### config.mk
export PLATFORM = sky130hd
export DESIGN_NAME = mainfsm
export DESIGN_NICKNAME = d
export VERILOG_FILES = /design/src/rtl/mainfsm_pkg.sv /design/src/rtl/mainfsm_outdec.sv /design/src/rtl/mainfsm.sv
export SDC_FILE = /design/constraint.sdc
export NUM_CORES = 1
export LEC_CHECK = 0
export BUFFER_PORTS_ARGS = -buffer_cell sky130_fd_sc_hd__buf_2
export CAP_MARGIN = 10
export CORE_MARGIN = 3
export CORE_UTILIZATION = 30
export DETAILED_ROUTE_END_ITERATION = 10
export HOLD_SLACK_MARGIN = 0.03
export REMOVE_ABC_BUFFERS = 1
export SLEW_MARGIN = 20
export SYNTH_ARGS = -nofsm -noshare
export SYNTH_HDL_FRONTEND = slang
export SYNTH_SLANG_ARGS = --single-unit
### constraint.sdc
create_clock -name clk -period 2 [get_ports clk]
set_input_delay 0.2 -clock clk [delete_from_list [all_inputs] [get_ports clk]]
set_output_delay 0.2 -clock clk [all_outputs]
set_load 0.1 [all_outputs]
### src/rtl/mainfsm_pkg.sv
// Shared encodings for the multicycle ARM main controller: state codes,
// instruction Op fields, datapath select values and the control word layout.
package mainfsm_pkg;

  typedef enum logic [3:0] {
    S_FETCH    = 4'd0,
    S_DECODE   = 4'd1,
    S_MEMADR   = 4'd2,
    S_MEMRD    = 4'd3,
    S_MEMWB    = 4'd4,
    S_MEMWR    = 4'd5,
    S_EXECUTER = 4'd6,
    S_EXECUTEI = 4'd7,
    S_ALUWB    = 4'd8,
    S_BRANCH   = 4'd9,
    S_UNKNOWN  = 4'd15
  } state_e;

  localparam logic [1:0] OP_DP  = 2'b00;
  localparam logic [1:0] OP_MEM = 2'b01;
  localparam logic [1:0] OP_B   = 2'b10;

  localparam logic [1:0] SRCA_REG = 2'b00;
  localparam logic [1:0] SRCA_PC  = 2'b01;

  localparam logic [1:0] SRCB_REG  = 2'b00;
  localparam logic [1:0] SRCB_IMM  = 2'b01;
  localparam logic [1:0] SRCB_FOUR = 2'b10;

  localparam logic [1:0] RES_ALUOUT = 2'b00;
  localparam logic [1:0] RES_DATA   = 2'b01;
  localparam logic [1:0] RES_ALU    = 2'b10;

  typedef struct packed {
    logic       irWrite;
    logic       adrSrc;
    logic [1:0] aluSrcA;
    logic [1:0] aluSrcB;
    logic [1:0] resultSrc;
    logic       nextPc;
    logic       regW;
    logic       memW;
    logic       branch;
    logic       aluOp;
  } ctrl_t;

endpackage

### src/rtl/mainfsm_outdec.sv
// Moore output decode: maps the current state onto the datapath control word.
// Any state without an entry (UNKNOWN and unused codes) yields an all-zero word.
module mainfsm_outdec
  import mainfsm_pkg::*;
(
  input  state_e i_state,
  output ctrl_t  o_ctrl
);

  always_comb begin
    o_ctrl = '0;
    case (i_state)
      S_FETCH: begin
        o_ctrl.irWrite   = 1'b1;
        o_ctrl.aluSrcA   = SRCA_PC;
        o_ctrl.aluSrcB   = SRCB_FOUR;
        o_ctrl.resultSrc = RES_ALU;
        o_ctrl.nextPc    = 1'b1;
      end
      S_DECODE: begin
        o_ctrl.aluSrcA   = SRCA_PC;
        o_ctrl.aluSrcB   = SRCB_FOUR;
        o_ctrl.resultSrc = RES_ALU;
      end
      S_MEMADR: begin
        o_ctrl.aluSrcA   = SRCA_REG;
        o_ctrl.aluSrcB   = SRCB_IMM;
      end
      S_MEMRD: begin
        o_ctrl.adrSrc    = 1'b1;
        o_ctrl.resultSrc = RES_ALUOUT;
      end
      S_MEMWB: begin
        o_ctrl.resultSrc = RES_DATA;
        o_ctrl.regW      = 1'b1;
      end
      S_MEMWR: begin
        o_ctrl.adrSrc    = 1'b1;
        o_ctrl.resultSrc = RES_ALUOUT;
        o_ctrl.memW      = 1'b1;
      end
      S_EXECUTER: begin
        o_ctrl.aluSrcA   = SRCA_REG;
        o_ctrl.aluSrcB   = SRCB_REG;
        o_ctrl.aluOp     = 1'b1;
      end
      S_EXECUTEI: begin
        o_ctrl.aluSrcA   = SRCA_REG;
        o_ctrl.aluSrcB   = SRCB_IMM;
        o_ctrl.aluOp     = 1'b1;
      end
      S_ALUWB: begin
        o_ctrl.resultSrc = RES_ALUOUT;
        o_ctrl.regW      = 1'b1;
      end
      S_BRANCH: begin
        o_ctrl.aluSrcA   = SRCA_REG;
        o_ctrl.aluSrcB   = SRCB_IMM;
        o_ctrl.resultSrc = RES_ALU;
        o_ctrl.branch    = 1'b1;
      end
      default: o_ctrl = '0;
    endcase
  end

endmodule

### src/rtl/mainfsm.sv
// Main control FSM of the multicycle ARM datapath: state register, next-state
// logic from the latched Op/Funct fields, and the raw write-enable requests.
module mainfsm
  import mainfsm_pkg::*;
#(
  parameter int STATE_W = 4
) (
  input  logic               clk,
  input  logic               reset,
  input  logic [1:0]         Op,
  input  logic [5:0]         Funct,
  output logic               IRWrite,
  output logic               AdrSrc,
  output logic [1:0]         ALUSrcA,
  output logic [1:0]         ALUSrcB,
  output logic [1:0]         ResultSrc,
  output logic               NextPC,
  output logic               RegW,
  output logic               MemW,
  output logic               Branch,
  output logic               ALUOp,
  output logic [STATE_W-1:0] State
);

  state_e r_state;
  state_e w_nextState;
  logic   r_run;
  ctrl_t  w_ctrl;
  logic   w_unusedFunct;

  // r_run holds FETCH for the first edge after reset release, so the FETCH
  // enables are seen for one full cycle before DECODE.
  always_ff @(posedge clk or negedge reset) begin
    if (!reset) begin
      r_state <= S_FETCH;
      r_run   <= 1'b0;
    end else begin
      r_run   <= 1'b1;
      r_state <= r_run ? w_nextState : S_FETCH;
    end
  end

  always_comb begin
    w_nextState = S_FETCH;
    case (r_state)
      S_FETCH:  w_nextState = S_DECODE;
      S_DECODE: begin
        case (Op)
          OP_MEM:  w_nextState = S_MEMADR;
          OP_DP:   w_nextState = Funct[5] ? S_EXECUTEI : S_EXECUTER;
          OP_B:    w_nextState = S_BRANCH;
          default: w_nextState = S_UNKNOWN;
        endcase
      end
      S_MEMADR:   w_nextState = Funct[0] ? S_MEMRD : S_MEMWR;
      S_MEMRD:    w_nextState = S_MEMWB;
      S_EXECUTER: w_nextState = S_ALUWB;
      S_EXECUTEI: w_nextState = S_ALUWB;
      default:    w_nextState = S_FETCH;
    endcase
  end

  assign w_unusedFunct = ^Funct[4:1];

  mainfsm_outdec u_outdec (
    .i_state (r_state),
    .o_ctrl  (w_ctrl)
  );

  // Enables are gated off while in reset and until the first post-reset edge.
  assign IRWrite   = w_ctrl.irWrite & r_run;
  assign NextPC    = w_ctrl.nextPc  & r_run;
  assign RegW      = w_ctrl.regW    & r_run;
  assign MemW      = w_ctrl.memW    & r_run;
  assign Branch    = w_ctrl.branch  & r_run;
  assign AdrSrc    = w_ctrl.adrSrc;
  assign ALUSrcA   = w_ctrl.aluSrcA;
  assign ALUSrcB   = w_ctrl.aluSrcB;
  assign ResultSrc = w_ctrl.resultSrc;
  assign ALUOp     = w_ctrl.aluOp;
  assign State     = STATE_W'(r_state);

endmodule

==> results.md, run 1 <==
- Global routing finished with a remaining overflow of 0.
- The final count of pins violating max slew is 0.
- In the global route stage, met2 resource usage came out at 16.86%.
- The floorplan step set the die height to 43.66 um.
- The number of synthesized register bits is 5.
- The critical path in this run is classified as reg -> out.
- The area added between synthesis and finish is 46.47%.
- The final-report hold violation count is 0.
- In this run the most used layer during global routing was met2.
- The H-tree depth is 1.
- The number of fillers in the final layout is 124.
- The slack of the worst reg-to-reg path is 0.73 ns.
- At the end of routability-driven placement, the weighted congestion stood at 0.7043.
- The post-layout total power is 0.7014 mW.
- The synthesized design devotes to its leading area cell type 29.41% of total area.
- The number of global-route vias before repair was 386.
- The launching point of the worst reg2reg path is State[2]$_DFF_PN0_.
- Setup repair after global routing left no endpoint under its margin.
- For the worst setup path, the data required time is 1.80 ns.
- The clock latency of the later-clocked register in the worst-skew pair is 0.24 ns.
- The floorplan step defined a die boundary enclosing 1906 um2.
- The largest area contributor in the synthesized netlist is sky130_fd_sc_hd__dfrtp_1.
- Dividing the final minimum period by the clock period gives 91.72%.
- The endpoint identified for the worst register-to-register timing path is State[0]$_DFF_PN0_.
- The average instance area after synthesis is 8.181 um2.
- The setup TNS is 0 ns.
- The static leakage power is 0.3035 nW.
- Synthesis produced 52 cells.
- The detailed-route wire length is 925 um.
- The core region is 1216 um2.
- In the synthesized netlist the async set-or-reset flop fraction comes to 100.0%.
- The first detailed-routing pass took 2 iterations.
- The source of the critical timing path is State[2]$_DFF_PN0_.
- In the final routed layout, each cell accounts on average for 10.63 um.
- The number of nets in the layout is 88.
- The clock passes through at most 2 buffers.
- The post-route minimum period is 1.834 ns.
- The run finished with clean final reports.
- Summed over all nets, the half-perimeter wirelength after detailed placement is 716.6 um.
- The netlist area before placement is 425.4 um2.
- The number of different library cells in the post-synthesis netlist is 23.
- After the first detailed-routing iteration, the DRC count stood at 4.
- Once the clock tree was built, the setup fixing pass inserted 0 buffers.
- In this run the worst hold path is classified as in -> reg.
- Across the run, the number of max-cap violations was 0.
- The effective utilization at floorplan is 34.98%.
- The total power divided by cell area is 1126 nW/um2.
- The detail-routed via count per cell is 4.747.
- Port buffering added 21 buffers.
- Entering global routing, the biggest net connects 14 pins.
- Summing all flip-flop and latch instances after layout gives 127.6 um2.
- In the post-synthesis netlist, the biggest area contributors are sky130_fd_sc_hd__dfrtp_1 29%, sky130_fd_sc_hd__ha_1 12%, sky130_fd_sc_hd__nand2b_1 5.9%.
- The detail route stage leaves a number of antenna-violating nets equal to 0.
- The most used flip-flop cell after synthesis is sky130_fd_sc_hd__dfrtp_1.
- The tree is rooted in a sky130_fd_sc_hd__clkbuf_4.
- The routing usage on met1 is 14.57%.
- The total number of vias is 413.
- The maximum operating frequency is 545.1 MHz.
- Of all nets on the critical path, the largest fanout is 9.
- Setup violations remaining at the end of the flow were counted as 0.
- The TritonCTS buffer count is 3.
- In the final layout, the multi-input gates occupy 245.2 um2.
- The I/O pin count is 27.
- The CTS tree is yes.
- The first-pass GRT wire length is 1649 um.
- The die is 43.66 um wide.
- Between clock sinks in the finished design, the worst skew comes to 0.006570 ns.
- The type of element capturing the critical path is an output pin.
- The instance count along the most critical hold path is 3.
- The number of antenna violations at the first check in global routing was 0.
- The critical path launch point type is a flop.
- VDD sags by at most 0.0004889 V.
- Counting flops with a built-in enable in the synthesized netlist gives 0.
- Clock tree synthesis found a total of 5 sinks.
- During synthesis, Yosys emitted a total of 0 warnings.
- The combined global-route utilization of all metal layers is 11.59%.
- Sorting the synthesized cells by how often they occur yields 5 x sky130_fd_sc_hd__dfrtp_1, 5 x sky130_fd_sc_hd__inv_1, 4 x sky130_fd_sc_hd__ha_1, 4 x sky130_fd_sc_hd__nand2b_1, 4 x sky130_fd_sc_hd__nor3_1.
- The critical path endpoint is NextPC.
- The number of remaining DRC errors is 0.
- The portion of the post-synthesis area used by sequential elements is 29.41%.
- Of the cells placed in the final design, the portion with a size suffix greater than 1 is 41.10%.
- The cell count of the worst reg-to-reg path is 2.
- The number of placement rows is 12.
- Data arrives at the worst endpoint at 1.63 ns.
- Global routing used 2.490% of the available met3 tracks.
- Clock-pin slew was measured on the worst setup and hold paths at 0.04 ns.
- The number of antenna diodes in the final layout is 0.
[layout make-up]
| type | instances | share of cell area, % |
|---|---|---|
| clock buffers | 4 | 4.217 |
| inverters | 5 | 3.012 |
| multi-input cells | 36 | 39.36 |
| flip-flops and latches | 5 | 20.48 |
| well taps | 14 | 2.811 |
| repair buffers | 23 | 30.12 |
[placed cells by master (no fill, tap or decap)]
| cell | count |
|---|---|
| sky130_fd_sc_hd__dfrtp_1 | 3 |
| sky130_fd_sc_hd__dlygate4sd3_1 | 1 |
| sky130_fd_sc_hd__o21ai_0 | 3 |
| sky130_fd_sc_hd__or3_4 | 1 |
| sky130_fd_sc_hd__dfrtp_2 | 2 |
| sky130_fd_sc_hd__nand2b_1 | 4 |
| sky130_fd_sc_hd__clkbuf_4 | 5 |
| sky130_fd_sc_hd__a21oi_1 | 3 |
| sky130_fd_sc_hd__buf_2 | 15 |
| sky130_fd_sc_hd__a211oi_1 | 2 |
| sky130_fd_sc_hd__conb_1 | 2 |
| sky130_fd_sc_hd__ha_1 | 4 |
| sky130_fd_sc_hd__a2111oi_0 | 1 |
| sky130_fd_sc_hd__buf_4 | 1 |
| sky130_fd_sc_hd__xnor2_1 | 1 |
| sky130_fd_sc_hd__inv_1 | 5 |
| sky130_fd_sc_hd__nand3_1 | 1 |
| sky130_fd_sc_hd__nor3_1 | 4 |
| sky130_fd_sc_hd__nor3b_1 | 1 |
| sky130_fd_sc_hd__buf_12 | 4 |
| sky130_fd_sc_hd__nor2_1 | 2 |
| sky130_fd_sc_hd__nand2_1 | 3 |
| sky130_fd_sc_hd__and3b_1 | 1 |
| sky130_fd_sc_hd__nor2b_2 | 1 |
| sky130_fd_sc_hd__clkbuf_1 | 1 |
| sky130_fd_sc_hd__a2111oi_2 | 1 |
| sky130_fd_sc_hd__o21ai_1 | 1 |
[routing by layer]
| metal | vias up | routed length [um] | share of wire, % |
|---|---|---|---|
| met2 | 19 | 425 | 46 |
| met1 | 181 | 410 | 44 |
| li1 | 211 | - | - |
| met5 | - | 0 | 0 |
| met4 | 0 | 8 | 0.86 |
| met3 | 2 | 81 | 8.8 |
[registers in the layout (all words and copies together) (netlist names)]
signal  count
r_run       1
State       4
[worst max-delay path, stage by stage (launching register included)]
cell and delay, ns:
sky130_fd_sc_hd__dfrtp_1 0.46, sky130_fd_sc_hd__or3_4 0.45, sky130_fd_sc_hd__nor3_1 0.14, sky130_fd_sc_hd__buf_4 0.16, sky130_fd_sc_hd__buf_12 0.17
[how the worst min path moves through the flow]
stage / end / slack [ns] / startpoint
2_1_floorplan: State[0]$_DFF_PN0_ / -0.1 / reset
3_3_place_gp: State[2]$_DFF_PN0_ / 0.02 / reset
3_5_place_dp: State[0]$_DFF_PN0_ / 0.02 / reset
4_1_cts: State[1]$_DFF_PN0_ / 0.22 / Funct[0]
5_1_grt: State[1]$_DFF_PN0_ / 0.24 / Funct[0]
6_report: State[1]$_DFF_PN0_ / 0.22 / Funct[0]
[cell families after synthesis]
| kind of cell | after synthesis | share of synthesized area [%] |
|---|---|---|
| other | 2 | 1.765 |
| AOI/OAI and AO/OA | 11 | 16.17 |
| DFF | 5 | 29.41 |
| adders and majority gates | 4 | 11.77 |
| and+or+nand+nor | 18 | 24.12 |
| xor gates and xnor gates | 1 | 2.059 |
| buffers and inverters | 11 | 14.71 |
[power breakdown]
part           leakage [nW]  switching, mW  internal (mW)
registers            0.0622         0.0275          0.112
clock network        0.0150         0.0398         0.0753
logic                 0.226          0.350         0.0960
total                 0.303          0.418          0.284
[what timing repair did]
item,in CTS,in global routing
hold endpoints to repair,5,0
hold buffers,1,0
endpoints found under the setup margin,1,3
cloned,0,0
pin swaps,0,0
resized for setup,1,5
[per-stage QoR]
stage	instance area (um2)	setup slack, ns	hold slack, ns	cells	util [%]
floorplan	381.6	-3.553	-0.09559	46	-
global placement	571.8	0.2673	0.01718	82	47.02
detailed placement	571.8	0.2479	0.01991	82	47.02
CTS	613.1	0.05330	0.2210	87	50.41
global route	623.1	0.06382	0.2374	87	51.23
finish	623.1	0.1655	0.2222	87	51.23
Note: power is estimated with default switching activity, not from simulation.
==> run 2: changes to the inputs <==
- SYNTH_HIERARCHICAL: unset -> 1
==> results.md, run 2 <==
- The I/O pin count is 27 (unchanged).
- The xor and xnor area share after synthesis was 1.857% (was 2.059%).
- The largest area contributor in the synthesized netlist is sky130_fd_sc_hd__dfrtp_1 (unchanged).
- The worst hold endpoint is State[1]$_DFF_PN0_ (unchanged).
- The placer congestion estimate is 0.7059 (was 0.7043).
- The CTS tree is yes (unchanged).
- The arrival time of the worst setup path is 1.66 ns (was 1.63 ns).
- The first-pass detailed-route iteration total is 2 (unchanged).
- The stage delay of the slowest cell on the critical path was 0.50 ns (was 0.46 ns).
- The final cell count without fillers is 95 (was 87).
- The chip height is 45.65 um (was 43.66 um).
- The worst min-delay path class is in -> reg (unchanged).
- The type of element capturing the critical path is an output pin (unchanged).
- The area fraction in compound gates after synthesis came to 11.67% (was 16.18%).
- The final standard cell utilization of the core is 45.61% (was 51.23%).
- The startpoint-to-endpoint class of the critical path is reg -> out (unchanged).
- The number of remaining DRC errors is 0 (unchanged).
- The dominant combinational cell family by area after synthesis is simple AND/OR/NAND/NOR gates (unchanged).
- The fraction of synthesized area in multiplexers is 0% (unchanged).
- The placeable core area was 1383 um2 (was 1216 um2).
- By instance count, the leading cell after synthesis is sky130_fd_sc_hd__inv_1.
- Series of cell instances along the critical path: nor4_1 -> and2_1 -> buf_2 (was or3_4 -> nor3_1 -> buf_4 -> buf_12).
- The cell count of the worst reg-to-reg path is 3 (was 2).
- The total number of vias came to 433 (was 413).
- The post-route clock period utilization is 92.95% (was 91.72%).
- The met3 track utilization from global routing is 6.324% (was 2.490%).
- The share of final-layout standard cells stronger than drive strength 1 is 32.50% (was 41.10%).
- The setup skew after layout came to 0.003489 ns (was 0.006570 ns).
- The netlist area before placement was 471.7 um2 (was 425.4 um2).
- The clock latency of the later-clocked register in the worst-skew pair is 0.24 ns (about the same).
- The cell class contributing the biggest share of worst-path delay was flip-flops (was simple AND/OR/NAND/NOR gates).
- The H-tree depth is 1 (unchanged).
- The width of the die came to 45.65 um (was 43.66 um).
- The critical-path maximum fanout is 13 (was 9).
- The number of sinks driven by the clock tree is 5 (unchanged).
- The area added between synthesis and finish is 33.69% (was 46.47%).
- The capturing point of the worst reg2reg path is State[1]$_DFF_PN0_ (was State[0]$_DFF_PN0_).
- The buffer count from post-CTS setup fixing is 0 (unchanged).
- Unrepaired setup endpoints after global routing: no (unchanged).
- The number of different library cells in the post-synthesis netlist is 28 (was 23).
- The worst hold slack after final layout is 0.2338 ns (was 0.2222 ns).
- The slack of the worst reg-to-reg path came to 0.70 ns (was 0.73 ns).
- The portion of the post-synthesis area used by sequential elements is 26.53% (was 29.41%).
- The met2 global-route usage came to 14.76% (was 16.86%).
- The most used flip-flop cell after synthesis is sky130_fd_sc_hd__dfrtp_1 (unchanged).
- The final count of pins violating max slew was 0 (unchanged).
- The first-pass GRT wire length is 1317 um (was 1649 um).
- The instance count along the most critical hold path is 3 (unchanged).
- The critical path launch point type is a flop (unchanged).
- The global routing's busiest layer was met2 (unchanged).
- The detail-routed via count per cell is 4.558 (was 4.747).
- The placed wire-length estimate was 679.6 um (was 716.6 um).
- The number of placement rows is 13 (was 12).
- The final global-route overflow total is 0 (unchanged).
- The number of instances in the synthesized netlist is 58 (was 52).
- The source of the critical timing path was State[2]$_DFF_PN0_ (unchanged).
- The origin of the worst min-delay path is Funct[0] (unchanged).
- The number of nets in the layout is 95 (was 88).
- The number of flip-flops under the largest register name was 4 (unchanged).
- The area share of fa/ha/maj cells after synthesis was 10.61% (was 11.76%).
- The post-route minimum period is 1.859 ns (was 1.834 ns).
- The total setup violations reported at the end of the flow came to 0 (unchanged).
- The standard cell with the maximum stage delay on the critical path is sky130_fd_sc_hd__dfrtp_1 (unchanged).
- The combined global-route utilization of all metal layers was 8.885% (was 11.59%).
- The post-synthesis async set-or-reset flop share came to 100.0% (unchanged).
- The routing usage on met1 is 9.048% (was 14.57%).
- The number of buffers on the longest clock path is 2 (unchanged).
- The effective utilization at floorplan came to 34.12% (was 34.98%).
- The total power divided by cell area was 1036 nW/um2 (was 1126 nW/um2).
- The number of synthesized register bits was 5 (unchanged).
- The total instance count after detailed placement is 90 (was 82).
- The average instance area after synthesis was 8.133 um2 (was 8.181 um2).
- The wire length per cell after detailed routing came to 9.326 um (was 10.63 um).
- The post-layout total power is 0.6535 mW (was 0.7014 mW).
- The number of antenna violations at the first check in global routing is 0 (unchanged).
- The launching point of the worst reg2reg path is State[1]$_DFF_PN0_ (was State[2]$_DFF_PN0_).
- The number of global-route vias before repair is 339 (was 386).
- The critical path buffer and inverter count is 1 (was 2).
- The number of flops mapped to enable cells by yosys came to 0 (unchanged).
- The fraction of the mapped netlist area in simple logic gates came to 34.75% (was 24.12%).
- The peak ir drop on the vdd network came to 0.0006367 V (was 0.0004889 V).
- The count of buffers from port buffering came to 21 (unchanged).
- The number of warnings issued by yosys is 6 (was 0).
- The maximum operating frequency was 537.9 MHz (was 545.1 MHz).
- The cell at the root of the clock tree is sky130_fd_sc_hd__clkbuf_4 (unchanged).
- The remaining number of nets flagged by the antenna check after routing is 0 (unchanged).
- The number of design-rule violations left by the first detailed-router iteration is 5 (was 4).
- The most frequent standard cell in the layout excluding fill and tap cells was sky130_fd_sc_hd__buf_2 (unchanged).
- Leading cell types in the layout, fill and taps excluded: 19 x sky130_fd_sc_hd__buf_2, 6 x sky130_fd_sc_hd__inv_1, 5 x sky130_fd_sc_hd__dfrtp_1, 5 x sky130_fd_sc_hd__and2_1 (was 15 x sky130_fd_sc_hd__buf_2, 5 x sky130_fd_sc_hd__inv_1, 5 x sky130_fd_sc_hd__clkbuf_4).
- The static leakage power is 0.3274 nW (was 0.3035 nW).
- The TritonCTS buffer count is 3 (unchanged).
- The register clock-pin slew on the reported worst setup and hold paths is 0.04 ns (about the same).
- The detailed-route wire length is 886 um (was 925 um).
- The final-report hold violation count is 0 (unchanged).
- Synth top area cells: sky130_fd_sc_hd__dfrtp_1 27%, sky130_fd_sc_hd__ha_1 11%, sky130_fd_sc_hd__and2_1 6.6% (was sky130_fd_sc_hd__dfrtp_1 29%, sky130_fd_sc_hd__ha_1 12%, sky130_fd_sc_hd__nand2b_1 5.9%).
- The max-cap check violation count came to 0 (unchanged).
- The area share of the largest cell type after synthesis was 26.53% (was 29.41%).
- The die area came to 2084 um2 (was 1906 um2).
- Run status: finished clean (unchanged).
- The number of antenna cells inserted is 0 (unchanged).
- The data required time at the worst endpoint was 1.80 ns (about the same).
- Top post-synthesis cells by count: 6 x sky130_fd_sc_hd__inv_1, 5 x sky130_fd_sc_hd__and2_1, 5 x sky130_fd_sc_hd__dfrtp_1, 4 x sky130_fd_sc_hd__ha_1, 4 x sky130_fd_sc_hd__nand2b_1 (was 5 x sky130_fd_sc_hd__dfrtp_1, 5 x sky130_fd_sc_hd__inv_1, 4 x sky130_fd_sc_hd__ha_1, 4 x sky130_fd_sc_hd__nand2b_1, 4 x sky130_fd_sc_hd__nor3_1).
- The largest net degree at the start of global routing came to 16 (was 14).
run 2: where the power goes:
part,internal [mW],leakage [nW],switching [mW]
sequential,0.111,0.0649,0.0273
clock,0.0753,0.0150,0.0393
combinational,0.0775,0.248,0.324
total,0.263,0.327,0.390
run 2: through the flow:
| stage | worst slack, ns | setup TNS [ns] | area (um2) |
|---|---|---|---|
| finish | 0.1409 | 0 | 630.6 |
| global route | 0.02346 | 0 | 630.6 |
| CTS | 0.1265 | 0 | 630.6 |
| detailed placement | 0.3827 | 0 | 594.3 |
| global placement | 0.4064 | 0 | 594.3 |
| floorplan | -3.234 | -14.30 | 432.9 |
run 2: worst reg2reg max path: stages, from the launching register on:
cell                      delay, ns
sky130_fd_sc_hd__dfrtp_1       0.50
sky130_fd_sc_hd__buf_4         0.22
sky130_fd_sc_hd__or3b_1        0.36
sky130_fd_sc_hd__a21oi_1       0.15
run 2: worst max-delay path by stage:
stage | end | slack [ns] | cells past startpoint
after floorplan | ALUSrcA[0] | -3.23 | 1
after global placement | IRWrite | 0.41 | 3
after detailed placement | IRWrite | 0.38 | 3
after CTS | IRWrite | 0.13 | 3
after global routing | IRWrite | 0.02 | 3
final | IRWrite | 0.14 | 3
run 2: area by class of cell:
type                    count  area [um2]
clock buffers               4       26.28
fillers                   141       752.0
inverters                   6       22.52
multi-input cells          42       285.3
flip-flops and latches      5       125.1
well taps                  15       18.77
repair buffers             23       152.6
run 2: cell families after synthesis:
kind of cell,Yosys count
xor gates and xnor gates,1
adders and majority gates,4
buffers and inverters,11
and+or+nand+nor,26
other,2
DFF,5
AOI/OAI and AO/OA,9
run 2: per-layer routing:
metal	share of wire (%)	up-vias
met5	0	-
met4	0	0
met3	15	0
met2	41	21
met1	44	180
li1	-	232
run 2: repair_timing:
item                                   in CTS  in global routing
endpoints found under the hold margin       5                  0
hold buffers                                1                  0
gates resized for setup                     0                  0
==> run 3: changes to the inputs <==
- PLACE_DENSITY_LB_ADDON: unset -> 0.25
==> results.md, run 3 (synthesis gave the netlist of run 2 again) <==
- The area added between synthesis and finish came to 33.69% (unchanged).
- The total number of vias was 445 (was 433).
- The total instance count after detailed placement came to 90 (unchanged).
- The total cell area at the placement stage is 594.3 um2 (unchanged).
- The switching share of power is 59.78% (was 59.70%).
- The first-pass detailed-route iteration total was 4 (was 2).
- Leading cell types in the layout, fill and taps excluded: 19 x sky130_fd_sc_hd__buf_2, 6 x sky130_fd_sc_hd__inv_1, 5 x sky130_fd_sc_hd__dfrtp_1, 5 x sky130_fd_sc_hd__and2_1 (unchanged).
- The part of the total power dissipated in the clock network is 17.6% (was 17.5%).
- The detailed-route wire length is 922 um (was 886 um).
- The setup skew after layout is 0.003610 ns (was 0.003489 ns).
- The most frequent standard cell in the layout excluding fill and tap cells is sky130_fd_sc_hd__buf_2 (unchanged).
- The worst min-delay path class was in -> reg (unchanged).
- The number of antenna violations at the first check in global routing came to 0 (unchanged).
- The share of final-layout standard cells stronger than drive strength 1 is 32.50% (unchanged).
- Series of cell instances along the critical path: nor4_1 -> and2_1 -> buf_2 (unchanged).
- The max-cap check violation count is 0 (unchanged).
- The peak ir drop on the vdd network is 0.0004158 V (was 0.0006367 V).
- The I/O pin count is 27 (unchanged).
- The largest net degree at the start of global routing is 16 (unchanged).
- The buffer count from post-CTS setup fixing came to 0 (unchanged).
- The number of remaining DRC errors is 0 (unchanged).
- The TritonCTS buffer count came to 3 (unchanged).
- The post-CTS resize count is 0 (unchanged).
- The placer congestion estimate is 0.6724 (was 0.7059).
- The proportion of power drawn by flip-flops and latches is 20.9% (was 21.1%).
- The number of global-route vias before repair came to 329 (was 339).
- The number of nets in the layout is 95 (unchanged).
- The final-report hold violation count came to 0 (unchanged).
- The effective utilization at floorplan is 34.12% (unchanged).
- The data required time at the worst endpoint is 1.80 ns (about the same).
- The cell class contributing the biggest share of worst-path delay is simple AND/OR/NAND/NOR gates (was flip-flops).
- The chip height was 45.65 um (unchanged).
- The cell at the root of the clock tree is sky130_fd_sc_hd__clkbuf_4 (unchanged).
- The number of antenna cells inserted was 0 (unchanged).
- The total setup violations reported at the end of the flow was 0 (unchanged).
- The H-tree depth was 1 (unchanged).
- The instance count along the most critical hold path is 3 (unchanged).
- The remaining number of nets flagged by the antenna check after routing is 0 (unchanged).
- The width of the die is 45.65 um (unchanged).
- The number of logic stages on the critical path including buffering is 3 (unchanged).
- The post-route minimum period is 1.867 ns (was 1.859 ns).
- The post-layout total power is 0.6552 mW (was 0.6535 mW).
- The design area is 630.6 um2 (unchanged).
- The clock latency of the later-clocked register in the worst-skew pair was 0.24 ns (about the same).
- Unrepaired setup endpoints after global routing: no (unchanged).
- The critical path buffer and inverter count came to 1 (unchanged).
- The wire length per cell after detailed routing was 9.705 um (was 9.326 um).
- Run status: finished clean (unchanged).
- The die area came to 2084 um2 (unchanged).
- The standard cell with the maximum stage delay on the critical path is sky130_fd_sc_hd__dfrtp_1 (unchanged).
- The total power divided by cell area is 1039 nW/um2 (was 1036 nW/um2).
- The number of design-rule violations left by the first detailed-router iteration is 2 (was 5).
- The first-pass GRT wire length is 1366 um (was 1317 um).
- The cell count of the worst reg-to-reg path is 3 (unchanged).
- The maximum operating frequency came to 535.7 MHz (was 537.9 MHz).
- The critical-path maximum fanout came to 13 (unchanged).
- The post-route clock period utilization is 93.33% (was 92.95%).
- The combinational cell fraction of total power came to 61.5% (was 61.4%).
- The CTS tree is yes (unchanged).
- The pre-CTS setup slack came to 0.3823 ns (was 0.3827 ns).
- The number of placement rows came to 13 (unchanged).
- The setup TNS is 0 ns (unchanged).
- The final count of pins violating max slew is 0 (unchanged).
- The detail-routed via count per cell is 4.684 (was 4.558).
- The register clock-pin slew on the reported worst setup and hold paths is 0.04 ns (about the same).
- The power spent charging and discharging nets is 0.3917 mW (was 0.3902 mW).
- The minimum setup slack in the final design is 0.1334 ns (was 0.1409 ns).
- The stage delay of the slowest cell on the critical path came to 0.50 ns (about the same).
- The final standard cell utilization of the core is 45.61% (unchanged).
- The combined global-route utilization of all metal layers is 9.458% (was 8.885%).
- The arrival time of the worst setup path is 1.67 ns (was 1.66 ns).
- The number of sinks driven by the clock tree came to 5 (unchanged).
- The critical path launch point type is a flop (unchanged).
- The final cell count without fillers came to 95 (unchanged).
- The startpoint-to-endpoint class of the critical path is reg -> out (unchanged).
- The count of buffers from port buffering is 21 (unchanged).
- The number of buffers on the longest clock path is 2 (unchanged).
- The placeable core area was 1383 um2 (unchanged).
- The type of element capturing the critical path is an output pin (unchanged).
- The worst hold slack after final layout was 0.2328 ns (was 0.2338 ns).
- The number of flip-flops under the largest register name is 4 (unchanged).
- The placed wire-length estimate is 708.4 um (was 679.6 um).
- The static leakage power came to 0.3274 nW (unchanged).
- The final global-route overflow total is 0 (unchanged).
- The design internal power was 0.2635 mW (was 0.2634 mW).
[run 3: cell counts in the layout (fill, tap and decap cells not counted)]
No cell type changed its count.
[run 3: final cells by class]
type                            count  area, um2
Multi-Input combinational cell     42      285.3
Fill cell                         141      752.0
Tap cell                           15      18.77
Clock buffer                        4      26.28
Timing Repair Buffer               23      152.6
Sequential cell                     5      125.1
Inverter                            6      22.52
[run 3: timing repair]
item / CTS / global route
setup endpoints to repair: 0 / 0
hold buffers: 1 / 0
hold endpoints to repair: 5 / 0
[run 3: worst paths after layout]
path                                    start            endpoint  slack, ns
setup / recovery           State[2]$_DFF_PN0_             IRWrite       0.13
hold reg to reg               r_run$_DFF_PN0_  State[3]$_DFF_PN0_       0.60
min in group asynchronous               reset     r_run$_DFF_PN0_       0.30
hold / removal                       Funct[0]  State[1]$_DFF_PN0_       0.23
max in group asynchronous               reset  State[2]$_DFF_PN0_       1.57
setup reg to reg           State[1]$_DFF_PN0_  State[1]$_DFF_PN0_       0.74
[run 3: power by group through the flow]
| stage | Combinational (mW) | Clock [mW] | Sequential (mW) |
|---|---|---|---|
| 2_1_floorplan | 0.274 | 0 | 0.195 |
| 5_1_grt | 0.418 | 0.128 | 0.140 |
| 3_3_place_gp | 0.402 | 0 | 0.138 |
| 3_5_place_dp | 0.403 | 0 | 0.139 |
| 4_1_cts | 0.405 | 0.120 | 0.137 |
| 6_report | 0.403 | 0.115 | 0.137 |
[run 3: tightest hold or removal path: stages]
cell,delay [ns]
sky130_fd_sc_hd__buf_2,0.10
sky130_fd_sc_hd__nand3b_1,0.07
sky130_fd_sc_hd__a21oi_1,0.06
[run 3: layer usage]
metal / up-vias / part of all wire [%] / GRT usage, % / wire, um
met5: - / 0 / 0 / 0
met4: 0 / 0 / 3.509 / 0
met3: 0 / 13 / 5.929 / 118
met2: 21 / 41 / 13.65 / 380
met1: 192 / 46 / 11.22 / 424
li1: 232 / - / - / -
